## src/rtl/countdown_pkg.sv

```systemverilog
// Shared types and constants for the two-digit BCD countdown timer.
package countdown_pkg;

  localparam int BCD_W = 4;
  localparam logic [BCD_W-1:0] BCD_MAX = 4'd9;

  typedef enum logic [1:0] {
    ST_IDLE   = 2'd0,
    ST_RUN    = 2'd1,
    ST_PAUSED = 2'd2,
    ST_DONE   = 2'd3
  } state_t;

  // Saturate an out-of-range BCD digit to 9.
  function automatic logic [BCD_W-1:0] bcd_clamp(input logic [BCD_W-1:0] d);
    logic [BCD_W-1:0] r;
    if (d > BCD_MAX) begin
      r = BCD_MAX;
    end else begin
      r = d;
    end
    return r;
  endfunction

endpackage

```

## src/rtl/edge_rise.sv

```systemverilog
// Registered rising-edge detector: one-cycle pulse, one cycle after the
// input rises. Input must already be synchronous to clk.
module edge_rise (
  input  logic clk,
  input  logic rst_n,
  input  logic i_sig,
  output logic o_rise
);

  logic r_q;
  logic r_rise;

  // Delay the input by one cycle and register the rise pulse.
  always_ff @(posedge clk or negedge rst_n) begin
    if (!rst_n) begin
      r_q    <= 1'b0;
      r_rise <= 1'b0;
    end else begin
      r_q    <= i_sig;
      r_rise <= i_sig & ~r_q;
    end
  end

  assign o_rise = r_rise;

endmodule

```

## src/rtl/countdown_timer.sv

```systemverilog
// Two-digit BCD seconds countdown timer driven by the 1 Hz divider output.
// Per-cycle priority: load > stop > start > tick.
module countdown_timer
  import countdown_pkg::*;
#(
  parameter logic [BCD_W-1:0] START_TENS = 4'd6,
  parameter logic [BCD_W-1:0] START_ONES = 4'd0
) (
  input  logic             clk,
  input  logic             rst_n,
  input  logic             tick_in,
  input  logic             load,
  input  logic [BCD_W-1:0] load_tens,
  input  logic [BCD_W-1:0] load_ones,
  input  logic             start,
  input  logic             stop,
  output logic [BCD_W-1:0] tens,
  output logic [BCD_W-1:0] ones,
  output logic             running,
  output logic             done,
  output logic             expired
);

  state_t           r_state;
  logic [BCD_W-1:0] r_tens;
  logic [BCD_W-1:0] r_ones;
  logic             r_running;
  logic             r_done;
  logic             r_expired;

  state_t           w_state_nxt;
  logic [BCD_W-1:0] w_tens_nxt;
  logic [BCD_W-1:0] w_ones_nxt;
  logic             w_expired_nxt;
  logic             w_tick_rise;
  logic             w_count_zero;
  logic             w_last_sec;

  edge_rise u_tick_edge (
    .clk    (clk),
    .rst_n  (rst_n),
    .i_sig  (tick_in),
    .o_rise (w_tick_rise)
  );

  assign w_count_zero = (r_tens == 4'd0) && (r_ones == 4'd0);
  assign w_last_sec   = (r_tens == 4'd0) && (r_ones == 4'd1);

  // Next-state, next-count and expiry-pulse decode.
  always_comb begin
    w_state_nxt   = r_state;
    w_tens_nxt    = r_tens;
    w_ones_nxt    = r_ones;
    w_expired_nxt = 1'b0;
    if (load) begin
      w_tens_nxt  = bcd_clamp(load_tens);
      w_ones_nxt  = bcd_clamp(load_ones);
      w_state_nxt = ST_IDLE;
    end else begin
      case (r_state)
        ST_IDLE, ST_PAUSED: begin
          if (start) begin
            if (w_count_zero) begin
              w_state_nxt   = ST_DONE;
              w_expired_nxt = 1'b1;
            end else begin
              w_state_nxt = ST_RUN;
            end
          end else begin
            w_state_nxt = r_state;
          end
        end
        ST_RUN: begin
          if (stop) begin
            w_state_nxt = ST_PAUSED;
          end else if (w_tick_rise) begin
            if (r_ones != 4'd0) begin
              w_ones_nxt = r_ones - 4'd1;
            end else begin
              w_ones_nxt = BCD_MAX;
              w_tens_nxt = r_tens - 4'd1;
            end
            if (w_last_sec) begin
              w_state_nxt   = ST_DONE;
              w_expired_nxt = 1'b1;
            end else begin
              w_state_nxt = ST_RUN;
            end
          end else begin
            w_state_nxt = ST_RUN;
          end
        end
        ST_DONE: begin
          w_state_nxt = ST_DONE;
        end
        default: begin
          w_state_nxt = ST_IDLE;
        end
      endcase
    end
  end

  // State, digits and status flags, all registered together.
  always_ff @(posedge clk or negedge rst_n) begin
    if (!rst_n) begin
      r_state   <= ST_IDLE;
      r_tens    <= START_TENS;
      r_ones    <= START_ONES;
      r_running <= 1'b0;
      r_done    <= 1'b0;
      r_expired <= 1'b0;
    end else begin
      r_state   <= w_state_nxt;
      r_tens    <= w_tens_nxt;
      r_ones    <= w_ones_nxt;
      r_running <= (w_state_nxt == ST_RUN);
      r_done    <= (w_state_nxt == ST_DONE);
      r_expired <= w_expired_nxt;
    end
  end

  assign tens    = r_tens;
  assign ones    = r_ones;
  assign running = r_running;
  assign done    = r_done;
  assign expired = r_expired;

endmodule

```

## config.mk

```make
export PLATFORM = sky130hd
export DESIGN_NAME = countdown_timer
export DESIGN_NICKNAME = d
export VERILOG_FILES = /design/src/rtl/countdown_pkg.sv /design/src/rtl/edge_rise.sv /design/src/rtl/countdown_timer.sv
export SDC_FILE = /design/constraint.sdc
export NUM_CORES = 1
export LEC_CHECK = 0
export ABC_CLOCK_PERIOD_IN_PS = 2100
export CORE_MARGIN = 1
export CORE_UTILIZATION = 45
export DETAILED_ROUTE_END_ITERATION = 8
export GPL_TIMING_DRIVEN = 0
export PLACE_DENSITY = 0.8
export SLEW_MARGIN = 20
export SYNTH_ARGS = -nofsm -noshare
export SYNTH_HDL_FRONTEND = slang
export SYNTH_HIERARCHICAL = 1
export SYNTH_SLANG_ARGS = --single-unit
```

## constraint.sdc

```tcl
create_clock -name clk -period 2.1 [get_ports clk]
set_input_delay 0.42 -clock clk [delete_from_list [all_inputs] [get_ports clk]]
set_output_delay 0.42 -clock clk [all_outputs]
set_load 0.02 [all_outputs]
```

==> flow_summary_export.csv <==
group,metric,value,unit
synth,ys_types,39,
clock_tree,cts_buffers,3,
critical_path,max_stage_delay,0.61,ns
critical_path,critical_path_buf_inv_count,1,
critical_path,worstPathMaxFanout,4,
drt,vias,680,
global_route,grt_max_degree,16,
sta,drv_slew,0,
drt,drtPass1Iterations,4,
sta,skew,0.00831,ns
final_layout,final_common_cell,"clkdlybuf4s50_1",
drt,drt_iter0_markers,10,
critical_path,worstPathRequired,1.68,ns
sta,period_needed,1.90,ns
clock_tree,cts-resized-gates,0,
die,rows,15,
global_route,antenna_found_initial,0,
clock_tree,clockBufferDepth,2,
placed_design,dp_slack,0.0798,ns
drt,drt-wirelength-per-cell,12.4,um
global_route,grt_pass1_vias,631,
critical_path,cp-end-kind,"output port",
synth,syn_area_per_cell,10.5,sq um
placed_design,hpwl,1.32,mm
sta,max_freq,0.527,GHz
global_route,grtUsageMet2,0.311,
die,start_util,0.485,
final_layout,nets,125,
clock_tree,cts_hold_buf,0,
synth,synth_warnings,6,
global_route,grt_pass1_wl,2.68,mm
synth,ys_seq_elements,15,
placed_design,portBuffers,23,
critical_path,startpoint,"tens[2]$_DFFE_PN1P_",
critical_path,crit_path_start_kind,"register",
critical_path,arrival,1.48,ns
global_route,grtUsageMet1,0.237,
die,die_width,45.4,um
synth,syn-num-nets,97,
power,fin_total_pwr,0.684,mW
clock_tree,post-cts-setup-buffers,0,
final_layout,final_cell_mix,"clkdlybuf4s50_1, dfrtp_1, nor2_1",
synth,synth_edf_count,0,
clock_tree,clk_pin_slew_worst_paths,0.09,ns
global_route,overflow,0,
drt,ant_nets,0,
drt,wirelength,1.65,mm
placed_design,gp_congestion,0.748,
final_layout,n_antenna_cell,0,
hold_path,hp-class,"reg -> reg",
power,p_leak,0.464,nW
critical_path,critPathTopFamily,"buffers and inverters",
synth,ys.flop_type,"dfrtp_1",
synth,ys_async_sr_fraction,1.00,
final_layout,fin_util,0.650,
run,drv_cap,0,
power,powerDensity,602,nW/um^2
synth,netlist_area,847,sq um
synth,ys_seq_area_frac,0.446,
final_layout,area_delta_synth_final,34.0,%
sta,fin_ws,0.201,ns
placed_design,place_area,1110,sq um
sta,fin_setup_tns,0,ns
synth,synthCells,81,
die,die_y,45.4,um
sta,hold_viol,0,
clock_tree,clock-root-buffer,"clkbuf_4",
clock_tree,htree_levels,1,
global_route,busiest_layer,"met2",
critical_path,crit_type,"reg -> out",
critical_path,cpMaxStageDelayCell,"clkdlybuf4s50_1",
clock_tree,insertion_delay,0.28,ns
global_route,grtUsageMet3,0.0238,
sta,slew_headroom,0.573,
global_route,grtUsageTotal,0.184,
final_layout,final_area,1130,sq um
final_layout,final_layout_size_suffix_gt1_frac,0.148,
die,ioPinCount,25,
sta,setup_viol,0,
critical_path,rrSetupSlack,0.43,ns
critical_path,cp_cell_sequence,"clkdlybuf4s50_1",
drt,viasPerCell,5.11,
sta,finalCritPeriodShare,0.904,
die,coreArea,1750,sq um
hold_path,hold_start,"u_tick_edge/r_q$_DFF_PN0_",
drt,route.detailed.drc,0,
die,die-area,2060,sq um
critical_path,r2r_start,"tens[0]$_DFFE_PN0P_",
sta,rsz0062_at_grt,"no",
run_status,status,"complete, no violations",
power,peakVddDrop,0.000399,V
clock_tree,cts_tree,"done",
clock_tree,cts_sinks,15,
sta,worstMarginPinSlew,0.638,ns
## final cells by class
cell class | instances | area, sq um
repair buffers | 23 | 230
flip-flops and latches | 15 | 378
multi-input cells | 57 | 427
inverters | 5 | 18.8
clock buffers | 4 | 26.3
well taps | 25 | 31.3
fillers | 150 | 611
plain buffers | 4 | 23.8
## metal layers
| metal | wire, um | part of all wire |
|---|---|---|
| met1 | 749 | 0.45 |
| met5 | 0 | 0 |
| met3 | 46 | 0.028 |
| met2 | 835 | 0.51 |
| met4 | 19 | 0.012 |
## registers in the layout, indices dropped and copies added (netlist names)
| register | count |
|---|---|
| u_tick_edge/o_rise | 1 |
| tens | 4 |
| ones | 4 |
| running | 1 |
| r_state | 2 |
| u_tick_edge/r_q | 1 |
| expired | 1 |
| done | 1 |
## worst register-to-register path, stage by stage, from the launching register on
cell     delay (ns)
dfrtp_1        0.41
inv_1          0.12
ha_1           0.16
nor4b_2        0.22
nand2_1        0.12
o32a_1         0.37
and2_1         0.17
## cells in the mapped netlist (all sizes together) (3+ instances only)
cell	number	share of area
inv	5	0.022
nand2	5	0.022
xor2	3	0.031
dfrtp	13	0.38
nand3b	3	0.027
nor2	6	0.027
buf	3	0.024
o21ai	7	0.046
nor3	3	0.018
## through the flow
step                      instances  hold slack (ns)
final                           133            0.445
after global routing            133            0.476
after CTS                       133            0.445
after detailed placement        129            0.437
after global placement          129            0.432
after floorplan                  81            0.124
## where the power goes
part	internal (mW)	leakage [nW]	total (mW)	switching [mW]
registers	0.313	0.185	0.338	0.0244
logic	0.0964	0.264	0.185	0.0881
clock network	0.0736	0.0150	0.161	0.0879
total	0.483	0.464	0.684	0.200
## final timing paths
| path | endpoint | cells after the start |
|---|---|---|
| worst max-delay path | tens[2] | 1 |
| worst min-delay path | u_tick_edge/o_rise$_DFF_PN0_ | 1 |
| worst max register to register | running$_DFF_PN0_ | 6 |
| worst min register to register | u_tick_edge/o_rise$_DFF_PN0_ | 1 |
| max in group asynchronous | ones[2]$_DFFE_PN0P_ | 1 |
| min in group asynchronous | ones[1]$_DFFE_PN0P_ | 1 |
## cell families (layout without fill, tap and decap cells)
group / after synthesis / after routing / synth area share
flip-flops: 15 / 15 / 0.446
AND/OR/NAND/NOR: 30 / 30 / 0.242
XOR/XNOR: 5 / 5 / 0.0517
adder cells (fa/ha/maj): 2 / 2 / 0.0295
multiplexers: 4 / 4 / 0.0546
buffers and inverters: 9 / 36 / 0.0502
AO/OA/AOI/OAI: 16 / 16 / 0.126
Note: power is estimated with default switching activity, not from simulation.
